File: config.mk
export PLATFORM = sky130hd
export DESIGN_NAME = wb_stage
export DESIGN_NICKNAME = d
export VERILOG_FILES = /design/src/rtl/wb_stage.sv
export SDC_FILE = /design/constraint.sdc
export NUM_CORES = 1
export LEC_CHECK = 0
export ABC_AREA = 0
export BUFFER_PORTS_ARGS = -buffer_cell sky130_fd_sc_hd__buf_2
export CAP_MARGIN = 20
export CORE_MARGIN = 2
export CORE_UTILIZATION = 52
export CTS_BUF_LIST = sky130_fd_sc_hd__clkbuf_8
export DETAILED_ROUTE_END_ITERATION = 12
export GPL_TIMING_DRIVEN = 0
export HOLD_SLACK_MARGIN = 0.03
export PLACE_DENSITY = 0.95
export SETUP_SLACK_MARGIN = 0.4
export SYNTH_ARGS = -nofsm -noshare
export SYNTH_HDL_FRONTEND = slang
export SYNTH_SLANG_ARGS = --single-unit
export TNS_END_PERCENT = 50
File: constraint.sdc
create_clock -name clk -period 3.7 [get_ports clk]
set_clock_uncertainty 0.15 [all_clocks]
set_input_delay 0.74 -clock clk [delete_from_list [all_inputs] [get_ports clk]]
set_output_delay 0.74 -clock clk [all_outputs]
set_load 0.03 [all_outputs]
File: src/rtl/wb_stage.sv
// Writeback stage: captures one instruction from MEM, waits for load data, drives the register file write port.
// Latency: non-load commits the cycle after accept; a load commits the cycle after rvalid (at least 2 cycles after accept).
// Backpressure: m_ready drops only while a load waits; COMMIT can accept a new instruction for 1/cycle throughput.
//
// Ports: clk/rst_in (async active-low); m_* MEM-stage handshake and fields; dmem_rvalid/dmem_rdata load return;
//        WE3/A3/WD3 register file write port; fwd_* forwarding copy of the write; instret retire count;
//        err_timeout sticky flag set when a load is abandoned.
module wb_stage #(
  parameter int unsigned TIMEOUT = 16
) (
  input  logic        clk,
  input  logic        rst_in,
  input  logic        m_valid,
  output logic        m_ready,
  input  logic [4:0]  m_rd,
  input  logic        m_reg_write,
  input  logic [1:0]  m_result_src,
  input  logic [2:0]  m_funct3,
  input  logic [31:0] m_alu_result,
  input  logic [31:0] m_pc_plus4,
  input  logic [31:0] m_imm,
  input  logic        dmem_rvalid,
  input  logic [31:0] dmem_rdata,
  output logic        WE3,
  output logic [4:0]  A3,
  output logic [31:0] WD3,
  output logic        fwd_valid,
  output logic [4:0]  fwd_rd,
  output logic [31:0] fwd_data,
  output logic [31:0] instret,
  output logic        err_timeout
);

  typedef enum logic [1:0] {IDLE, WAIT_LOAD, COMMIT} state_t;

  localparam logic [7:0] CNT_LAST = 8'(TIMEOUT - 1);

  state_t      state;
  logic [4:0]  rd_q;
  logic        reg_write_q;
  logic [1:0]  result_src_q;
  logic [2:0]  funct3_q;
  logic [31:0] data_q;   // holds the load address while waiting, then the extended load data
  logic [7:0]  cnt;

  logic        accept;
  logic [31:0] op_sel;
  logic        in_commit;

  // Byte/half select and extension; addr[0] is ignored for halves.
  function automatic logic [31:0] load_ext(input logic [31:0] w,
                                           input logic [1:0]  a,
                                           input logic [2:0]  f3);
    logic [7:0]  b;
    logic [15:0] h;
    case (a)
      2'd0:    b = w[7:0];
      2'd1:    b = w[15:8];
      2'd2:    b = w[23:16];
      default: b = w[31:24];
    endcase
    h = a[1] ? w[31:16] : w[15:0];
    case (f3)
      3'b000:  load_ext = {{24{b[7]}}, b};
      3'b100:  load_ext = {24'd0, b};
      3'b001:  load_ext = {{16{h[15]}}, h};
      3'b101:  load_ext = {16'd0, h};
      default: load_ext = w;
    endcase
  endfunction

  assign m_ready   = (state != WAIT_LOAD);
  assign accept    = m_valid & m_ready;
  assign in_commit = (state == COMMIT);

  // Loads capture the address here; it is replaced by the extended data on rvalid.
  always_comb begin
    op_sel = m_alu_result;
    case (m_result_src)
      2'b10:   op_sel = m_pc_plus4;
      2'b11:   op_sel = m_imm;
      default: op_sel = m_alu_result;
    endcase
  end

  always_ff @(posedge clk or negedge rst_in) begin
    if (!rst_in) begin
      state        <= IDLE;
      rd_q         <= 5'd0;
      reg_write_q  <= 1'b0;
      result_src_q <= 2'd0;
      funct3_q     <= 3'd0;
      data_q       <= 32'd0;
      cnt          <= 8'd0;
      instret      <= 32'd0;
      err_timeout  <= 1'b0;
    end else begin
      case (state)
        WAIT_LOAD: begin
          if (dmem_rvalid) begin
            data_q <= load_ext(dmem_rdata, data_q[1:0], funct3_q);
            state  <= COMMIT;
          end else if (cnt == CNT_LAST) begin
            // Abandon the load: no write, no retire.
            err_timeout <= 1'b1;
            state       <= IDLE;
          end else begin
            cnt <= cnt + 8'd1;
          end
        end
        default: begin
          if (state == COMMIT) begin
            instret <= instret + 32'd1;
          end
          if (accept) begin
            rd_q         <= m_rd;
            reg_write_q  <= m_reg_write;
            result_src_q <= m_result_src;
            funct3_q     <= m_funct3;
            data_q       <= op_sel;
            cnt          <= 8'd0;
            state        <= (m_result_src == 2'b01) ? WAIT_LOAD : COMMIT;
          end else begin
            state <= IDLE;
          end
        end
      endcase
    end
  end

  // result_src is kept for visibility of the committed instruction type; only data_q feeds WD3.
  logic unused_src;
  assign unused_src = ^result_src_q;

  assign WE3       = in_commit & reg_write_q & (rd_q != 5'd0);
  assign A3        = in_commit ? rd_q : 5'd0;
  assign WD3       = in_commit ? data_q : 32'd0;
  assign fwd_valid = WE3;
  assign fwd_rd    = A3;
  assign fwd_data  = WD3;

endmodule
Word level (Yosys, flattened, before mapping)
Index checks and enable logic that the tools add are counted.

Bits in read-only memories: 0. Logic and storage cells: 58. Memories kept: 0. Memory bits (writable): 0. Bits in registers: 84. Input bits: 143. Output and inout port bits: 110. Bits in latches: 0.

Equality and inequality tests: 16. Divide/modulo/power cells: 0. Mux-type cells: 18. Shifts and indexed selects: 0. Add/sub/neg operators: 2. Bitwise logic cells: 5. Magnitude comparators: 0. Reductions and logical operators: 9. Multiply operators: 0.

Operator list (count): 32-bit 2-to-1 mux (4); 32-bit case mux with 4 select lines (1); 32-bit case mux with 2 select lines (1); 32-bit by 1-bit adder with 32-bit output (second input constant) (1); 8-bit 2-to-1 mux (4); 8-bit case mux with 3 select lines (1); 16-bit 2-to-1 mux (1); 2-bit 2-to-1 mux (5); 8-bit by 1-bit adder with 8-bit output (second input constant) (1); 2-bit == test (second input constant) (4); 8-bit by 4-bit == test with 1-bit output (second input constant) (1); 2-bit by 1-bit == test with 1-bit output (second input constant) (3); 3-bit == test (second input constant) (2); 2-bit != test (second input constant) (3); 2-bit AND reduction (3); 3-bit AND reduction (2); 5-bit 2-to-1 mux (1); 5-bit nonzero test (1); 1-bit AND (3); 3-bit by 1-bit == test with 1-bit output (second input constant) (1); 3-bit zero test (1); 3-bit != test (second input constant) (1); 2-bit zero test (1); 2-bit by 1-bit != test with 1-bit output (second input constant) (1); other kinds (2) (3).

Logic depth before layout (Yosys ltp)
Gate-level depths: netlist (run 1).

Depth after elaboration: 5. Depth in mapped cells: 7. Mapped depth without buffers: 5.

Least setup slack after synthesis (run 1)
No wires, ideal clock.

Kind: reg2out. From: register state[1]. To: output port fwd_valid. Data required time: 2.810 ns. Arrival time: 1.511 ns. Slack: 1.299 ns. Stages on the path, launching flop included: 5. Path buffers: 2. Cells stage by stage: dfrtp_1 -> nor2b_1 -> clkbuf_1 -> o311a_1 -> buf_4.

Longest elaborated chain between the ends: 3.

Ends and longest elaborated chain: start: declaration (RTL line 38) `state_t state;`; start signal: assignment (RTL line 122) `state <= (m_result_src == 2'b01) ? WAIT_LOAD : COMMIT;`; 2-bit == test (RTL line 74) `assign in_commit = (state == COMMIT);`; 1-bit AND (2 in series) (RTL line 135) `assign WE3 = in_commit & reg_write_q & (rd_q != 5'd0);`; end: declaration (RTL line 27) `output logic fwd_valid,`.

No other way between the ends.

Final worst setup path (run 1)
From: register state[1]. To: output port fwd_data[0].

Longest elaborated chain between the ends: 2.

Ends and longest elaborated chain: 2-bit == test (RTL line 74); 32-bit 2-to-1 mux (RTL line 137) `assign WD3 = in_commit ? data_q : 32'd0;`; end: declaration (RTL line 29) `output logic [31:0] fwd_data,`.

No other way between the ends.

==> flow_summary.yaml, run 1 <==
run_status:
  outcome: "completed"
sta:
  rsz0062_at_grt: "false"
  tns_ps: 0
  setup_viol: 0
  maxSlewHeadroom_pct: 24.9
  finalHoldViolCount: 0
  layout_setup_ws_ps: 605
  slew_violations: 0
  min_period_over_period_pct: 83.6
  fmax_mhz: 323
  period_minus_slack_ps: 3090
  tightest_slew_ps: 1120
route:
  drt_first_pass_iters: 5
  drtIter0Drc: 453
  via_per_inst: 5.62
  wirelength_mm: 17.7
  routed-via-count: 5690
  post-route-drc-count: 0
  ant_nets: 0
  wire_per_inst_um: 17.5
floorplan:
  start_util_pct: 52.8
  rows: 37
  die_y_um: 105
  dieArea_sq_um: 11100
  die_w_um: 105
  ios: 253
  core_sq_um: 10100
final_layout:
  final_common_cell: "buf_2"
  drive_gt1_share_pct: 36.6
  final_cell_mix: "buf_2, dfrtp_1, nand2_1, a21oi_1, nor2_1"
  nNetsFinal: 1015
  fillers: 836
  stdcell_area_sq_um: 7010
  multiInputGateArea_sq_um: 2760
  area_delta_synth_final_pct: 31.1
  ff_latch_area_sq_um: 2100
synthesis:
  synth.area.mux_share_pct: 8.67
  synthSimpleGateAreaFrac_pct: 19.7
  syn_inst: 607
  ys.flop_type: "dfrtp_1"
  synthXorXnorAreaFrac_pct: 5.56
  syn-num-nets: 752
  ys_types: 55
  synth_edf_count: 0
  ys_ff_latch: 84
  synth_top_family_by_area: "simple AND/OR/NAND/NOR gates"
  synth_compound_area_share_pct: 17.2
  ys_seq_area_share_pct: 39.3
  syn_avg_cell_area_sq_um: 8.82
  synthArstFlopShare_pct: 100
  syn-cell-area_sq_um: 5350
  synth_warnings: 0
  synth_fa_ha_area_share_pct: 0.468
critical_path:
  cp-end-kind: "output port"
  cp_data_arrival_time_ps: 2200
  reg2reg_depth: 7
  worstSetupStartpointType: "flop"
  crit_required_ps: 2810
  critPathMaxFanout: 10
  crit_type: "flop to output port"
clocking:
  cts_tree: "yes"
  cts_setup_buffers: 0
  cts_buffers: 9
  cts_hold_buffers: 0
  post_cts_resized: 0
  cts_sinks: 84
  ctsLongestPathBuffers: 2
  clk_pin_slew_worst_paths_ps: 100
  root_buffer: "clkbuf_8"
  clock_latency_ps: 360
  htreeDepth: 3
power:
  power_mw: 2.89
  p_leak_nw: 3.65
  ir_worst_vdd_mv: 0.263
  power_density_nw_per_um2: 412
global_routing:
  track_usage_pct: 31.0
  overflow: 0
  grt_pass1_wl_mm: 27.1
  antenna_found_initial: 1
  grt_max_degree: 58
  grt_pass1_vias: 5348
worst_hold_path:
  holdCritPathClass: "input pin to async pin"
placement:
  io_buffers: 250
  place.gp.congestion: 0.972
  dp_slack_ps: 1010
  placed_cell_area_sq_um: 6810
  dpl.hpwl_mm: 13.9
job:
  drv_cap: 0
[cell type report]
type                       count  share of cell area, %
antenna                        1                 0.0357
buffer                        74                   6.31
clock buffer                   9                   1.77
clock inverter                 7                   1.14
inverter                      12                  0.642
multi-input combinational    437                   39.4
sequential                    84                   30.0
tap                          136                   2.43
timing repair buffer         252                   18.3
[per-layer routing]
metal / global-route usage [%] / share of wire (%) / vias up / wire [um]
met3: 5.81 / 9.6 / 49 / 1710
met4: 11.4 / 3.0 / 0 / 532
met2: 51.5 / 47 / 342 / 8410
li1: - / - / 2635 / -
met1: 40.4 / 40 / 2664 / 7070
met5: 0 / 0 / - / 0
[registers in the layout, summed over array words and instances, names as in the netlist]
| signal | cells |
|---|---|
| rd_q | 5 |
| data_q | 32 |
| cnt | 8 |
| reg_write_q | 1 |
| state | 2 |
| err_timeout | 1 |
| instret | 32 |
| funct3_q | 3 |
[power breakdown]
| group | switching, mW | leakage [nW] | total, mW | internal (mW) |
|---|---|---|---|---|
| Clock | 0.366 | 0.103 | 0.689 | 0.323 |
| Combinational | 0.680 | 2.50 | 1.08 | 0.401 |
| Sequential | 0.0942 | 1.05 | 1.12 | 1.03 |
[critical path, cell delays in order (launching register included)]
cell and delay (ps):
dfrtp_1 430, nor2b_1 340, clkbuf_1 490, and2_1 290
buf_4 130, buf_2 180
[cell families (layout without fill, tap and decap cells)]
| group | count (synthesis) | in the layout |
|---|---|---|
| other | 0 | 1 |
| buffers and inverters | 86 | 354 |
| and+or+nand+nor | 212 | 212 |
| xor gates and xnor gates | 34 | 34 |
| adders and majority gates | 2 | 2 |
| DFF | 84 | 84 |
| muxes | 45 | 45 |
| AOI/OAI and AO/OA | 144 | 144 |
[per-stage QoR]
stage               hold WS, ps  util (%)  cells
floorplan                   292         -    607
global placement            295      66.8    993
detailed placement          315      67.1    995
CTS                         145      69.2   1011
global route                144      69.2   1012
finish                      137      69.2   1012
[path summary, 6_finish.rpt]
| check | startpoint | to | slack [ps] |
|---|---|---|---|
| setup / recovery | state[1] | fwd_data[0] | 610 |
| hold / removal | rst_in | instret[23] | 140 |
| setup reg to reg | state[1] | data_q[15] | 1120 |
| hold reg to reg | err_timeout | err_timeout | 330 |
| max in group asynchronous | rst_in | data_q[26] | 2640 |
| min in group clk | err_timeout | err_timeout | 330 |
[synthesized netlist by cell type (5+ instances only)]
| master | n | area share, % |
|---|---|---|
| clkbuf_1 | 27 | 1.9 |
| xor2_1 | 5 | 0.82 |
| mux2i_1 | 43 | 8.0 |
| dfrtp_1 | 84 | 39 |
| inv_1 | 12 | 0.84 |
| a21oi_1 | 57 | 5.3 |
| xnor2_1 | 29 | 4.7 |
| nand2_1 | 63 | 4.4 |
| nor2_1 | 45 | 3.2 |
| o22ai_1 | 30 | 3.5 |
| and3_1 | 7 | 0.82 |
| nand3_1 | 20 | 1.9 |
| nand4_1 | 10 | 1.2 |
| o21ai_0 | 18 | 1.7 |
| buf_4 | 38 | 5.3 |
| and2_1 | 38 | 4.4 |
| buf_2 | 6 | 0.56 |
| nor2b_1 | 6 | 0.70 |
| a221o_1 | 5 | 0.94 |
(Power assumes the default switching activity.)
==> run 2: changes to the inputs <==
--- a/config.mk
+++ b/config.mk
@@ -9,12 +9,12 @@
 export BUFFER_PORTS_ARGS = -buffer_cell sky130_fd_sc_hd__buf_2
 export CAP_MARGIN = 20
 export CORE_MARGIN = 2
-export CORE_UTILIZATION = 52
+export CORE_UTILIZATION = 44
 export CTS_BUF_LIST = sky130_fd_sc_hd__clkbuf_8
 export DETAILED_ROUTE_END_ITERATION = 12
 export GPL_TIMING_DRIVEN = 0
 export HOLD_SLACK_MARGIN = 0.03
-export PLACE_DENSITY = 0.95
+export PLACE_DENSITY = 0.9
 export SETUP_SLACK_MARGIN = 0.4
 export SYNTH_ARGS = -nofsm -noshare
 export SYNTH_HDL_FRONTEND = slang
==> constraint.sdc (replaced) <==
create_clock -name clk -period 2.67 [get_ports clk]
set_clock_uncertainty 0.15 [all_clocks]
set_input_delay 0.534 -clock clk [delete_from_list [all_inputs] [get_ports clk]]
set_output_delay 0.534 -clock clk [all_outputs]
set_load 0.03 [all_outputs]
==> run 2 against run 1 <==
Net effect:
- via count rose by 3.9%
- routed wire length rose by 10%
- sequential cell count did not move
- hold slack improved by 86 ps
- global-route usage fell by 2.1 points
- worst setup slack got worse by 370 ps
- first-iteration DRC count rose by 4.4%
- die area rose by 17%
==> flow_summary.yaml, run 2 (synthesized netlist as in run 1, its figures left out) <==
critical_path:
  r2r_slack_ps: 320
  cp-end-kind: "output port"
  crit_required_ps: 1990
  cp_data_arrival_time_ps: 1750
  cpMostUsedCell: "buf_6"
  crit_type: "flop to output port"
  rr_endpoint: "state[0]"
  slowest_stage: "dfrtp_2"
  r2r_start: "state[0]"
  critPathMaxFanout: 5
  path_cells: "nor2b_4 -> buf_6 -> buf_6 -> buf_8 -> and2_4 -> buf_6 -> buf_6"
  path_delay_family: "buffers and inverters"
  reg2reg_depth: 7
  worstSetupStartpointType: "flop"
  worst-path-buf-inv: 5
  slowest_delay_ps: 440
power:
  ir_worst_vdd_mv: 0.260
  combPwrFrac_pct: 40.9
  p_sw_mw: 1.67
  intPower_mw: 2.93
  clockPowerShare_pct: 25.1
  sequentialPowerShare_pct: 33.9
  p_leak_nw: 4.05
  power_density_nw_per_um2: 571
  swShare_pct: 36.2
route:
  drtIter0Drc: 473
  drt_first_pass_iters: 8
  ant_nets: 0
  post-route-drc-count: 0
  routed-via-count: 5911
  via_per_inst: 5.64
  wirelength_mm: 19.6
  wire_per_inst_um: 18.7
worst_hold_path:
  min_to: "rd_q[4]"
  hold_depth: 3
  hp-start: "m_rd[4]"
  holdCritPathClass: "input pin to flop"
final_layout:
  ff_latch_area_sq_um: 2100
  antenna_cells: 0
  final_common_cell: "buf_2"
  reg_top3: "data_q x32, instret x32, cnt x8"
  utilization_pct: 67.3
  final_cell_mix: "buf_2, buf_6, dfrtp_1, nand2_1, a21oi_1"
  area_delta_synth_final_pct: 50.4
  nNetsFinal: 1041
  drive_gt1_share_pct: 44.3
  fillers: 923
  multiInputGateArea_sq_um: 2890
  stdcell_area_sq_um: 8050
placement:
  dpl.hpwl_mm: 13.7
  dp_slack_ps: 137
  place.gp.congestion: 0.952
  placed_cell_area_sq_um: 6820
  io_buffers: 250
floorplan:
  rows: 40
  ios: 253
  core_sq_um: 12000
  die_w_um: 114
  die_y_um: 114
  dieArea_sq_um: 13100
  start_util_pct: 44.7
sta:
  maxSlewHeadroom_pct: 48.3
  tightest_slew_ps: 772
  tns_ps: 0
  min_period_over_period_pct: 91.3
  setup_viol: 0
  layout_setup_ws_ps: 231
  hold-worst-slack_ps: 223
  period_minus_slack_ps: 2440
  slew_violations: 0
  finalHoldViolCount: 0
  fmax_mhz: 410
  rsz0062_at_grt: "true"
global_routing:
  grt_pass1_vias: 5676
  antenna_found_initial: 0
  grt_max_degree: 59
  overflow: 0
  grt_pass1_wl_mm: 29.1
  track_usage_pct: 28.9
clocking:
  root_buffer: "clkbuf_8"
  cts_sinks: 84
  clock_latency_ps: 350
  clk_pin_slew_worst_paths_ps: 90
  htreeDepth: 3
  cts_buffers: 9
  ctsLongestPathBuffers: 2
  cts_tree: "yes"
run_status:
  outcome: "completed"
job:
  drv_cap: 0
-- run 2: cell count changes in the layout (fill, tap and decap cells not counted), sizes merged, moves of 2 or more --
cell,previous run,this run
buf,299,323
bufinv,1,3
clkbuf,36,38
inv,16,14
-- run 2: power by group through the flow --
stage | Clock, mW | Combinational, mW | Sequential (mW)
CTS | 1.18 | 1.77 | 1.55
global placement | 0 | 1.45 | 1.56
detailed placement | 0 | 1.48 | 1.57
floorplan | 0 | 0.911 | 1.63
finish | 1.16 | 1.88 | 1.56
global route | 1.24 | 1.99 | 1.58
-- run 2: final cells by class --
type	count	share of cell area (%)
multi-input combinational	437	35.9
sequential	84	26.1
timing repair buffer	278	23.9
buffer	74	8.07
tap	147	2.29
clock buffer	10	1.71
clock inverter	6	1.48
inverter	12	0.560
-- run 2: worst max-delay path by stage --
stage / start / slack (ps) / endpoint / depth (start not counted)
2_1_floorplan: state[1] / 470 / fwd_valid / 4
3_3_place_gp: dmem_rvalid / 190 / data_q[31] / 6
6_report: state[0] / 230 / fwd_data[28] / 7
5_1_grt: state[0] / 150 / fwd_data[0] / 7
3_5_place_dp: dmem_rvalid / 140 / data_q[25] / 6
4_1_cts: rd_q[3] / 240 / fwd_valid / 4
-- run 2: worst reg2reg max path, cell delays in order (launching register included) --
cell and delay, ps:
dfrtp_2 440, buf_4 150, nor2b_1 120, clkbuf_4 180, nor2_1 600, clkbuf_1 470, nand2_1 100, nand2_1 80
-- run 2: timing repair --
item | in CTS | in global routing
pin swaps | 20 | 5
setup endpoints to repair | 109 | 119
endpoints found under the hold margin | 26 | 0
hold buffers | 1 | 0
buffers inserted | 16 | 5
resized for setup | 176 | 77
gates cloned | 4 | 0
-- run 2: through the flow --
step | cells | power, mW
2_1_floorplan | 607 | 2.54
3_3_place_gp | 1004 | 3.01
3_5_place_dp | 1006 | 3.05
4_1_cts | 1043 | 4.50
5_1_grt | 1048 | 4.81
6_report | 1048 | 4.60
-- run 2: per-layer routing --
metal / vias to the layer above / track usage, % / routed length, um / part of all wire (%)
met5: - / 0 / 0 / 0
met4: 0 / 12.1 / 707 / 3.6
met1: 2810 / 37.4 / 7770 / 40
li1: 2689 / - / - / -
met2: 348 / 45.9 / 9390 / 48
met3: 64 / 7.78 / 1700 / 8.7
